==> src/rtl/onoff_link_tx.sv <==
// On/off flow-controlled NoC link transmitter: staging FIFO feeding a registered write strobe.
// Accept-to-out_valid is two edges; in_ready drops while the FIFO is full; launches only while on_q is set.
`timescale 1ns/1ps

package params_noc;
  typedef struct packed {
    logic [1:0]  flit_type;
    logic [5:0]  dest;
    logic [23:0] payload;
  } flit_Data_noVC;
endpackage

module onoff_link_tx
  import params_noc::*;
#(
  parameter int FIFO_DEPTH = 4,
  parameter int CNT_W      = 16
) (
  input  logic             clk,
  input  logic             rst_n,
  input  flit_Data_noVC    in_data,
  input  logic             in_valid,
  output logic             in_ready,
  input  logic             on_off_i,
  output flit_Data_noVC    out_data,
  output logic             out_valid,
  output logic             stalled,
  output logic [CNT_W-1:0] sent_cnt,
  output logic [CNT_W-1:0] stall_cnt,
  input  logic             stats_clr
);

  localparam int PTR_W = (FIFO_DEPTH > 1) ? $clog2(FIFO_DEPTH) : 1;
  localparam int OCC_W = $clog2(FIFO_DEPTH + 1);
  localparam logic [PTR_W-1:0] LAST_PTR = PTR_W'(FIFO_DEPTH - 1);
  localparam logic [OCC_W-1:0] FULL_OCC = OCC_W'(FIFO_DEPTH);

  typedef enum logic [1:0] {
    IDLE = 2'd0,
    SEND = 2'd1,
    HOLD = 2'd2
  } state_e;

  state_e           state_q, state_d;
  logic             on_q, on_d;
  flit_Data_noVC    mem_q [FIFO_DEPTH];
  logic [PTR_W-1:0] wr_ptr_q, wr_ptr_d;
  logic [PTR_W-1:0] rd_ptr_q, rd_ptr_d;
  logic [OCC_W-1:0] occ_q, occ_d;
  flit_Data_noVC    out_data_q, out_data_d;
  logic             out_valid_q, out_valid_d;
  logic [CNT_W-1:0] sent_cnt_q, sent_cnt_d;
  logic [CNT_W-1:0] stall_cnt_q, stall_cnt_d;
  logic             push;
  logic             pop;

  assign in_ready = (occ_q != FULL_OCC);
  assign push     = in_valid & in_ready;
  // Launch looks only at pre-edge occupancy, so a flit written this edge waits one cycle (no bypass).
  assign pop      = on_q & (occ_q != '0);

  always_comb begin
    on_d        = on_off_i;
    wr_ptr_d    = wr_ptr_q;
    rd_ptr_d    = rd_ptr_q;
    occ_d       = occ_q;
    out_data_d  = out_data_q;
    out_valid_d = pop;
    if (push) begin
      wr_ptr_d = (wr_ptr_q == LAST_PTR) ? '0 : wr_ptr_q + PTR_W'(1);
    end
    if (pop) begin
      rd_ptr_d   = (rd_ptr_q == LAST_PTR) ? '0 : rd_ptr_q + PTR_W'(1);
      out_data_d = mem_q[rd_ptr_q];
    end
    if (push && !pop) begin
      occ_d = occ_q + OCC_W'(1);
    end else if (!push && pop) begin
      occ_d = occ_q - OCC_W'(1);
    end
  end

  always_comb begin
    state_d = state_q;
    case (state_q)
      IDLE: begin
        if (occ_d != '0) begin
          state_d = on_d ? SEND : HOLD;
        end
      end
      SEND: begin
        if (occ_d == '0) begin
          state_d = IDLE;
        end else if (!on_d) begin
          state_d = HOLD;
        end
      end
      HOLD: begin
        if (on_d) begin
          state_d = SEND;
        end
      end
      default: state_d = IDLE;
    endcase
  end

  always_comb begin
    sent_cnt_d  = sent_cnt_q;
    stall_cnt_d = stall_cnt_q;
    if (stats_clr) begin
      sent_cnt_d  = '0;
      stall_cnt_d = '0;
    end else begin
      if (pop) begin
        sent_cnt_d = sent_cnt_q + CNT_W'(1);
      end
      if ((state_q == HOLD) && (stall_cnt_q != '1)) begin
        stall_cnt_d = stall_cnt_q + CNT_W'(1);
      end
    end
  end

  always_ff @(posedge clk or negedge rst_n) begin
    if (!rst_n) begin
      state_q     <= IDLE;
      on_q        <= 1'b1;
      wr_ptr_q    <= '0;
      rd_ptr_q    <= '0;
      occ_q       <= '0;
      out_data_q  <= '0;
      out_valid_q <= 1'b0;
      sent_cnt_q  <= '0;
      stall_cnt_q <= '0;
    end else begin
      state_q     <= state_d;
      on_q        <= on_d;
      wr_ptr_q    <= wr_ptr_d;
      rd_ptr_q    <= rd_ptr_d;
      occ_q       <= occ_d;
      out_data_q  <= out_data_d;
      out_valid_q <= out_valid_d;
      sent_cnt_q  <= sent_cnt_d;
      stall_cnt_q <= stall_cnt_d;
    end
  end

  // Storage needs no reset: occupancy alone decides what is readable.
  always_ff @(posedge clk) begin
    if (push) begin
      mem_q[wr_ptr_q] <= in_data;
    end
  end

  assign out_data  = out_data_q;
  assign out_valid = out_valid_q;
  assign stalled   = (state_q == HOLD);
  assign sent_cnt  = sent_cnt_q;
  assign stall_cnt = stall_cnt_q;

endmodule

==> config.mk <==
export PLATFORM = sky130hd
export DESIGN_NAME = onoff_link_tx
export DESIGN_NICKNAME = d
export VERILOG_FILES = /design/src/rtl/onoff_link_tx.sv
export SDC_FILE = /design/constraint.sdc
export NUM_CORES = 1
export LEC_CHECK = 0
export BUFFER_PORTS_ARGS = -buffer_cell sky130_fd_sc_hd__buf_4
export CORE_ASPECT_RATIO = 0.75
export CORE_MARGIN = 8
export CORE_UTILIZATION = 45
export CTS_CLUSTER_DIAMETER = 80
export CTS_CLUSTER_SIZE = 14
export DETAILED_ROUTE_END_ITERATION = 8
export SLEW_MARGIN = 20
export SYNTH_ARGS = -nofsm -noshare
export SYNTH_HDL_FRONTEND = slang
export SYNTH_SLANG_ARGS = --single-unit
==> constraint.sdc <==
create_clock -name clk -period 4.6 [get_ports clk]
set_input_delay 0.92 -clock clk [delete_from_list [all_inputs] [get_ports clk]]
set_output_delay 0.92 -clock clk [all_outputs]
set_load 0.03 [all_outputs]
Yosys cells after proc, flatten, opt, wreduce, memory -nomap -nowiden
Memories as Yosys holds them, arrays and structs flattened. A register that Yosys moved wholly into a read port is not among the register bits.
Cells that the tools add are included.

cells by class
  add/subtract/negate cells = 6
  equality and inequality tests = 9
  multiplexer cells = 16
  bitwise logic cells = 2
  reduce and logical (&&, ||, !) cells = 13

operators by type and width
  operator               number
  $mux 16                4
  $add 16x1->16 const B  2
  $ne 16x16->1 const B   1
  $mux 2                 7
  $eq 2x2->1 const B     3
  $mux 3                 2
  $ne 3x3->1 const B     2
  $pmux 2 s3             1
  $reduce_bool 3->1      2
  $add 2x1->2 const B    2
  $ne 2x2->1 const B     2
  $reduce_bool 2->1      2
  $add 3x1->3 const B    1
  $logic_and 1x1->1      3
  $logic_not 1->1        3
  $logic_not 3->1        1
  $reduce_and 3->1       1
  $sub 3x1->3 const B    1
  $and 1x1->1            2
  $eq 2x1->1 const B     1
  $logic_not 2->1        1
  $mux 1                 2

storage, ports and cells
  register bits after elaboration = 43
  memory bits (writable) = 128
  input bits = 37
  output and inout port bits = 67
  memories kept = 1

memories
  memory  depth  width  read ports  clocked after memory_dff  write ports  line  RTL
  mem_q   4      32     1           1                         1            46    flit_Data_noVC mem_q [FIFO_DEPTH];

Longest topological paths before layout
Gate-level depths: netlist (run 1).

  depth in word-level cells = 9
  depth in mapped cells = 8
  gate-level depth less buffers = 6

Least setup slack after synthesis (run 1)
Ideal clock, no wire load.

  path kind = input to register
  start point = in in_valid
  end point = mem mem_q[1][0] (netlist bit), enable pin
  setup time = 392 ps
  data arrival time = 2025 ps
  data required time = 4208 ps
  slack = 2183 ps
  stages = 2
  path buffers = 1
  cell sequence = clkbuf_1 > and3_1

on the way
  cells in the longest elaborated chain, start to end = 3

ends and longest elaborated chain
  item                          line  RTL
  start: declaration            22    input logic in_valid,
  $and 1x1->1                   58    assign push = in_valid & in_ready;
  $mux 1                        149   if (push) begin
  $mux 1 (implied by the code)  150   mem_q[wr_ptr_q] <= in_data;
  end: declaration              46

No other way between the ends.

Worst setup path in the final report (run 1)
  start point = reg occ_q[1]
  end point = out in_ready

on the way
  cells in the longest elaborated chain, start to end = 1

ends and longest elaborated chain
  item                      line  RTL
  start: declaration        49    logic [OCC_W-1:0] occ_q, occ_d;
  start signal: assignment  129   occ_q <= '0;
  start signal: assignment  139   occ_q <= occ_d;
  $ne 3x3->1                57    assign in_ready = (occ_q != FULL_OCC);
  end: declaration          23    output logic in_ready,

No other way between the ends.

==> results.md, run 1 <==
- CTS root buffer: sky130_fd_sc_hd__clkbuf_16
- Flip-flop and latch count after synthesis: around 200
- Antenna violations before repair: 0
- # Post-CTS Setup Buffers: 0
- Global-route wire length before repair: between 20000 and 30000 um
- Register share of total power: 0.461
- Bufs and invs on worst path: 2
- Count of yosys warnings during synthesis: 0
- Worst min path class: in2async
- Final HPWL DP: 10300 um
- Flip-flop cell with the highest count after synthesis: sky130_fd_sc_hd__edfxtp_1
- Sinks on the clock net: 203
- Synth cell count leaders: sky130_fd_sc_hd__edfxtp_1 (128), sky130_fd_sc_hd__dfrtp_1 (74), sky130_fd_sc_hd__mux2_2 (42), sky130_fd_sc_hd__mux4_2 (32), sky130_fd_sc_hd__a21oi_1 (23)
- Clock Power Share: 0.236
- Power dissipated by switching net loads: 1.86 mW
- CP Max Fanout: 8
- Final estimated routing congestion in global placement: 0.813
- Worst EP arrival: 1.74 ns
- Finish-stage setup viols: 0
- Shortest clock period the worst path allows after layout: 2.66 ns
- Remaining global-route overflow: 0
- Post-Layout Inst Area: 9840 sq um
- Register area share after synthesis: 0.687
- Library cell with the largest summed area after synthesis: sky130_fd_sc_hd__edfxtp_1
- Tightest Pin Transition: roughly 1.0 ns
- Required time of the critical path: ~3.7 ns
- Top cells by area, synth: sky130_fd_sc_hd__edfxtp_1 (46%), sky130_fd_sc_hd__dfrtp_1 (22%), sky130_fd_sc_hd__mux4_2 (8.6%)
- Vias/cell: 5.46
- FMAX: 375 MHz
- Peak ir drop on the vdd network: between 0.3 and 0.4 mV
- Vias in the first global route: between 4000 and 5000
- Wirelength, routed: 16400 um
- Resize count post-CTS: 0
- Count of endpoints failing hold in the final timing report: 0
- Core Box Area: around 18000 sq um
- Kind of launch point of the worst setup path: flip-flop
- Total die area: 23200 sq um
- Cells traversed along the worst timing path: inv_1 -> ha_1 -> nand2_1 -> buf_4
- Number of DRC violations after detailed-routing iteration 0: 256
- Net Count, Synth: between 500 and 600
- Final Cycle Share: 0.579
- Diodes inserted: 0
- Number of cells produced by synthesis: ~500
- Clock insertion delay at the later pin of the skew report: 0.49 ns
- Power Density: around 600 nW/um^2
- Cell internal pwr: slightly below 4 mW
- Maximum number of buffers from clock root to sink: 3
- Portion of total power attributed to combinational logic: 0.302
- Tightest slew margin relative to the limit: 0.324
- Std-Cell Rows: 43
- Most repeated cell in the gate-level netlist after synthesis: sky130_fd_sc_hd__edfxtp_1
- Count of flip-flops with a built-in enable after synthesis: between 100 and 150
- Family of cells with the greatest summed delay on the critical path: flip-flops
- Run status: finished, final reports clean
- Overall track demand over capacity in global routing: 0.140
- Capturing element type of the critical path: output pin
- Post-detailed-route DRC marker count: 0
- Vertical die dimension: roughly 130 um
- Detailed-router iteration count before antenna repair: 4
- Number of buffers added on ports: 103
- Switching part of the total power: 0.319
- Worst hold slack: 0.488 ns
- Final routed wire length divided by cell count: 19.1 um
- Antenna viol nets, final: 0
- Category of the critical setup timing path: reg2out
- Final std cells w/o fill: 862
- Simple-gate portion of the synthesized area: 0.0845
- Yosys cell types: 57
- Area growth from synthesis to layout: 18.1%
- Die Wd: roughly 170 um
- Max-slew violation count: 0
- Number of max-cap violations: 0
- Vias: 4710
- Syn Area/Cell: 16.6 sq um
- Largest net degree at the start of global routing: 76
- Share of async-settable or async-resettable flops after synthesis: 0.369
- Number of buffers created by CTS: 18
- Filler cell count: 1491
- Layout cell share with drive strength beyond 1: 0.358
- H-tree Lvls: 1
- Final net count: 650
- Worst clock skew: 0.0195 ns
- Critical Path Max Stage Delay: 0.44 ns
- Fin Setup TNS: 0 ns
- TritonCTS clock tree: done
- Largest family of logic cells by synthesized area: multiplexers
- Area of the mapped netlist: roughly 8300 sq um
- Top cell type's share of synthesized area: 0.461
- RSZ-0062 raised after global routing: no
- Proportion of synthesized area in mux cells: 0.144
- Cell count after placement: 830
- Hold buffers post-CTS: 0
- Critical-path cell with the highest stage delay: sky130_fd_sc_hd__dfrtp_1
- Compound-cell area share of the yosys netlist: 0.0464
- Final core utilization: 0.536
- Adder-cell area share of the yosys netlist: 0.0162
- Xor/xnor share of the synthesized area: 0.00315
- CTS clk-pin slew, worst paths: roughly 0.060 ns
- Initial cell density of the core: 0.454
- Area after DPL: 9320 sq um
- Leakage power of the design: 3.71 nW
- Ports: 104
## layout make-up
cell class,count,area (sq um),area share
timing repair buffer,104,785,0.0797
sequential,203,5720,0.582
clock inverter,3,27.5,0.00280
multi-input combinational,266,2460,0.250
tap,247,309,0.0314
inverter,10,40.0,0.00407
clock buffer,29,492,0.0500
## power by group through the flow
stage	combinational (mW)	clock (mW)	sequential, mW
floorplan	1.03	0	2.87
global placement	1.77	0	2.72
detailed placement	1.81	0	2.74
CTS	1.81	1.42	2.71
global route	1.90	1.48	2.75
finish	1.76	1.38	2.69
## kinds of logic after synthesis
group | after synthesis
adder cells (fa/ha/maj) | 11
AO/OA/AOI/OAI | 60
AND/OR/NAND/NOR | 117
XOR/XNOR | 3
multiplexers | 75
flip-flops | 203
buffers and inverters | 33
## worst paths after layout
check                                             start                        to  slack (ns)  cells after the start
worst max-delay path                 occ_q[1]$_DFF_PN0_                  in_ready        1.94                      4
worst min-delay path                              rst_n  sent_cnt[10]$_DFFE_PN0P_        0.49                      1
worst max register to register       occ_q[1]$_DFF_PN0_  out_data[14]$_DFFE_PN0P_        2.24                      5
worst min register to register  out_data[9]$_DFFE_PN0P_   out_data[9]$_DFFE_PN0P_        0.51                      1
max in group asynchronous                         rst_n   rd_ptr_q[0]$_DFFE_PN0P_        3.58                      1
min in group clk                out_data[9]$_DFFE_PN0P_   out_data[9]$_DFFE_PN0P_        0.51                      1
## flip-flops by register name, summed over array words and instances (netlist names)
name       count
mem_q        128
occ_q          3
on_q           1
out_data      32
out_valid      1
rd_ptr_q       2
sent_cnt      16
stall_cnt     16
state_q        2
wr_ptr_q       2
## routing by layer
metal | track usage | wire length (um) | vias up
li1 | - | - | 2163
met1 | 0.185 | 7600 | 2413
met2 | 0.230 | 7790 | 114
met3 | 0.0343 | 782 | 20
met4 | 0.0339 | 269 | 0
met5 | 0 | 0 | -
## per-stage QoR
step | power, mW | setup slack, ns
5_1_grt | 6.13 | 1.83
4_1_cts | 5.93 | 1.91
3_5_place_dp | 4.55 | 2.20
2_1_floorplan | 3.90 | 2.18
6_report | 5.84 | 1.94
3_3_place_gp | 4.48 | 2.28
## cells in the final DEF (no fill, tap or decap), types with 3 or more instances in the layout
cell,Yosys,routed
sky130_fd_sc_hd__edfxtp_1,128,128
sky130_fd_sc_hd__buf_4,2,103
sky130_fd_sc_hd__dfrtp_1,74,72
sky130_fd_sc_hd__mux2_2,42,42
sky130_fd_sc_hd__mux4_2,32,32
sky130_fd_sc_hd__a21oi_1,23,23
sky130_fd_sc_hd__clkbuf_16,0,18
sky130_fd_sc_hd__nor2_1,16,16
sky130_fd_sc_hd__nand2_1,16,15
sky130_fd_sc_hd__nand3_1,11,11
sky130_fd_sc_hd__clkbuf_1,10,11
sky130_fd_sc_hd__nor2b_1,10,10
sky130_fd_sc_hd__ha_1,10,10
sky130_fd_sc_hd__inv_1,9,9
sky130_fd_sc_hd__o21ai_0,9,9
sky130_fd_sc_hd__or3_1,8,8
sky130_fd_sc_hd__o31ai_1,7,7
sky130_fd_sc_hd__or4_1,7,7
sky130_fd_sc_hd__nand2b_1,6,6
sky130_fd_sc_hd__nor3_1,6,6
sky130_fd_sc_hd__nand4_1,6,6
sky130_fd_sc_hd__and4_1,5,5
sky130_fd_sc_hd__a211oi_1,5,5
sky130_fd_sc_hd__and2_1,4,4
sky130_fd_sc_hd__and3_2,0,4
sky130_fd_sc_hd__and4_4,3,3
Power figures use the tool's default switching activity.
==> run 2, diff against run 1 <==
Settings changed: ABC_AREA from default to 1.
Clock period 4.6 ns to 2.58 ns, I/O delays scaled along.
==> run 2 against run 1 <==
Hold slack lost 0.46 ns. Non-clock buffer count grew 10. Critical endpoint unchanged. Largest power group unchanged. Synthesized area grew 1.5%.
==> results.md, run 2 <==
- Run status: finished, final reports clean
- Count of yosys warnings during synthesis: 0 (unchanged)
- Net Count, Synth: 836 (+52%)
- Proportion of synthesized area in mux cells: 0 (-0.144)
- Number of max-cap violations: 0 (unchanged)
- Simple-gate portion of the synthesized area: 0.180 (+0.0953)
- Max FFs per register: 128 (unchanged)
- Detailed-router iteration count before antenna repair: 5 (+1)
- Register area share after synthesis: 0.676 (-0.0104)
- Worst clock skew: 0.0136 ns (-0.00588 ns)
- Max-slew violation count: 0 (unchanged)
- H-tree Lvls: 1 (unchanged)
- Area of the mapped netlist: 8460 sq um (+1.5%)
- Die Wd: 174 um (+0.69%)
- Tightest Pin Transition: 0.960 ns (-0.0510 ns)
- Remaining global-route overflow: 0 (unchanged)
- R2r endpoint: out_data[10]$_DFFE_PN0P_
- Most flop-heavy register: mem_q
- Critical Path Max Stage Delay: 0.40 ns (-0.04 ns)
- Kind of launch point of the worst setup path: flip-flop
- Antenna viol nets, final: 0 (unchanged)
- Peak ir drop on the vdd network: 0.724 mV (+95%)
- Power Density: 1040 nW/um^2 (+76%)
- Flip-flop cell with the highest count after synthesis: sky130_fd_sc_hd__edfxtp_1
- Flip-flop and latch count after synthesis: 203 (unchanged)
- Xor/xnor share of the synthesized area: 0.00621 (+0.00306)
- CTS root buffer: sky130_fd_sc_hd__clkbuf_16
- Overall track demand over capacity in global routing: 0.163 (+0.0232)
- Top cell type's share of synthesized area: 0.454 (-0.00696)
- Setup slack on the worst flop-to-flop path: 0.62 ns (-1.62 ns)
- Category of the critical setup timing path: reg2out
- Most repeated cell in the gate-level netlist after synthesis: sky130_fd_sc_hd__nor2_1
- Final HPWL DP: 12300 um (+20%)
- Compound-cell area share of the yosys netlist: 0.0831 (+0.0367)
- Total die area: 23500 sq um (+1.4%)
- Most frequent standard cell in the layout excluding fill and tap cells: sky130_fd_sc_hd__nor2_1
- Hold buffers post-CTS: 0 (unchanged)
- Critical-path cell with the highest stage delay: sky130_fd_sc_hd__dfrtp_1
- Adder-cell area share of the yosys netlist: 0.0148 (-0.00143)
- Area growth from synthesis to layout: 18.8%
- Required time of the critical path: 2.06 ns (-1.62 ns)
- Global-route wire length before repair: 31400 um (+20%)
- Std-Cell Rows: 43 (unchanged)
- Yosys cell types: 36 (-37%)
- Tightest slew margin relative to the limit: 0.359 (+0.0355)
- CTS clk-pin slew, worst paths: 0.07 ns (about the same)
- Share of async-settable or async-resettable flops after synthesis: 0.369 (unchanged)
- Core Box Area: 18500 sq um (+0.59%)
- Shortest clock period the worst path allows after layout: 2.02 ns
- Number of cells produced by synthesis: 789 (+57%)
- Worst min path class: in2async
- Final routed wire length divided by cell count: 16.6 um (-13%)
- Synth cell count leaders: sky130_fd_sc_hd__nor2_1 (195), sky130_fd_sc_hd__edfxtp_1 (128), sky130_fd_sc_hd__nand2_1 (101), sky130_fd_sc_hd__o21ai_0 (76), sky130_fd_sc_hd__dfrtp_1 (74)
- Clock insertion delay at the later pin of the skew report: 0.48 ns (about the same)
- Cells traversed along the worst timing path: inv_1 -> ha_1 -> nand2_1 -> buf_4
- Count of endpoints failing hold in the final timing report: 0 (unchanged)
- Syn Area/Cell: 10.7 sq um (-35%)
- Initial cell density of the core: 0.459 (+0.00427)
- Layout cell share with drive strength beyond 1: 0.179 (-0.179)
- TritonCTS clock tree: done
- Maximum number of buffers from clock root to sink: 3 (unchanged)
- Worst EP arrival: 1.50 ns (-0.24 ns)
- Final net count: 935 (+44%)
- Final estimated routing congestion in global placement: 0.826 (+1.6%)
- Vias/cell: 5.16 (-5.6%)
- Leading cell types in the layout, fill and taps excluded: sky130_fd_sc_hd__nor2_1 (191), sky130_fd_sc_hd__edfxtp_1 (128), sky130_fd_sc_hd__buf_4 (111)
- Total design power: 10.5 mW (+79%)
- Count of flip-flops with a built-in enable after synthesis: 128 (unchanged)
- Worst hold slack: 0.0286 ns (-0.459 ns)
- Library cell with the largest summed area after synthesis: sky130_fd_sc_hd__edfxtp_1
- Vias: 5915 (+26%)
- Vias in the first global route: 5822 (+20%)
- RSZ-0062 raised after global routing: no
- Number of buffers added on ports: 103 (unchanged)
- FMAX: roughly 500 MHz
- Leakage power of the design: 4.03 nW (+8.5%)
- Diodes inserted: 0 (unchanged)
- Largest net degree at the start of global routing: 76 (unchanged)
- Number of DRC violations after detailed-routing iteration 0: 474 (+85%)
- Resize count post-CTS: 0 (unchanged)
- Largest family of logic cells by synthesized area: simple AND/OR/NAND/NOR gates
- Ports: 104 (unchanged)
- Depth of the worst register-to-register path: 3 (-2)
- Top cells by area, synth: sky130_fd_sc_hd__edfxtp_1 (45%), sky130_fd_sc_hd__dfrtp_1 (22%), sky130_fd_sc_hd__nor2_1 (8.7%)
- Final Cycle Share: 0.781
- CP Max Fanout: 3 (-5)
- Wirelength, routed: 19100 um (+16%)
- Finish-stage setup viols: 0 (unchanged)
- Worst r2r src: rd_ptr_q[0]$_DFFE_PN0P_
- # Post-CTS Setup Buffers: 0 (unchanged)
- Capturing element type of the critical path: output pin
- Filler cell count: 1565 (+5.0%)
- Number of buffers created by CTS: 18 (unchanged)
- Antenna violations before repair: 0 (unchanged)
- Sinks on the clock net: 203 (unchanged)
- Vertical die dimension: 135 um (+0.67%)
- Post-detailed-route DRC marker count: 0 (unchanged)
[run 2: cell count changes after synthesis, moves of 8 or more]
| cell | change |
|---|---|
| sky130_fd_sc_hd__nor2_1 | +179 |
| sky130_fd_sc_hd__nand2_1 | +85 |
| sky130_fd_sc_hd__o21ai_0 | +67 |
| sky130_fd_sc_hd__mux2_2 | -42 |
| sky130_fd_sc_hd__mux4_2 | -32 |
| sky130_fd_sc_hd__a31oi_1 | +31 |
| sky130_fd_sc_hd__inv_1 | +31 |
| sky130_fd_sc_hd__nand4_1 | +15 |
| sky130_fd_sc_hd__a21oi_1 | -14 |
| sky130_fd_sc_hd__nand3_1 | +13 |
| sky130_fd_sc_hd__nor2b_1 | -10 |
| sky130_fd_sc_hd__or3_1 | -8 |
[run 2: stage by stage]
stage / setup TNS, ns / instances / setup WS (ns) / util / instance area (sq um)
finish: 0 / 1147 / 0.564 / 0.545 / 10100
global route: 0 / 1147 / 0.361 / 0.545 / 10100
CTS: 0 / 1147 / 0.550 / 0.545 / 10100
detailed placement: 0 / 1115 / 0.611 / 0.516 / 9520
global placement: 0 / 1115 / 0.627 / 0.516 / 9520
floorplan: -34.32 / 789 / -0.268 / - / 8460
[run 2: cells by family after synthesis]
family / after synthesis
and+or+nand+nor: 365
DFF: 203
AOI/OAI and AO/OA: 126
buffers and inverters: 79
adders and majority gates: 10
xor gates and xnor gates: 6
[run 2: layout make-up]
type / count / area, sq um / share of cell area
Clock buffer: 31 / 520 / 0.0518
Clock inverter: 1 / 8.76 / 0.000871
Inverter: 44 / 166 / 0.0166
Multi-Input combinational cell: 507 / 2430 / 0.242
Sequential cell: 203 / 5720 / 0.569
Tap cell: 247 / 309 / 0.0307
Timing Repair Buffer: 114 / 893 / 0.0889
[run 2: layer usage]
layer | global-route usage | wire length, um | part of all wire | vias up
li1 | - | - | - | 2891
met1 | 0.237 | 9250 | 0.49 | 2836
met2 | 0.248 | 8360 | 0.44 | 161
met3 | 0.0335 | 1150 | 0.060 | 27
met4 | 0.0355 | 314 | 0.016 | 0
met5 | 0 | 0 | 0 | -
[run 2: worst max-delay path by stage]
stage,startpoint,to
finish,occ_q[0]$_DFF_PN0_,in_ready
global route,rd_ptr_q[0]$_DFFE_PN0P_,out_data[10]$_DFFE_PN0P_
CTS,occ_q[0]$_DFF_PN0_,in_ready
detailed placement,rd_ptr_q[0]$_DFFE_PN0P_,out_data[10]$_DFFE_PN0P_
global placement,rd_ptr_q[0]$_DFFE_PN0P_,out_data[7]$_DFFE_PN0P_
floorplan,occ_q[0]$_DFF_PN0_,mem_q[0][0]$_DFFE_PP_
[run 2: power breakdown]
part / total [mW] / switching (mW) / internal (mW)
clock: 2.49 / 1.11 / 1.38
sequential: 4.62 / 0.385 / 4.24
combinational: 3.36 / 2.27 / 1.09
total: 10.5 / 3.77 / 6.70
[run 2: worst max-delay path: cells and delay by family (launching register included)]
| family | cells | cell delay, ns |
|---|---|---|
| flops | 1 | 0.40 |
| buf+inv | 2 | 0.29 |
| fa+ha+maj | 1 | 0.24 |
| simple gates | 1 | 0.11 |
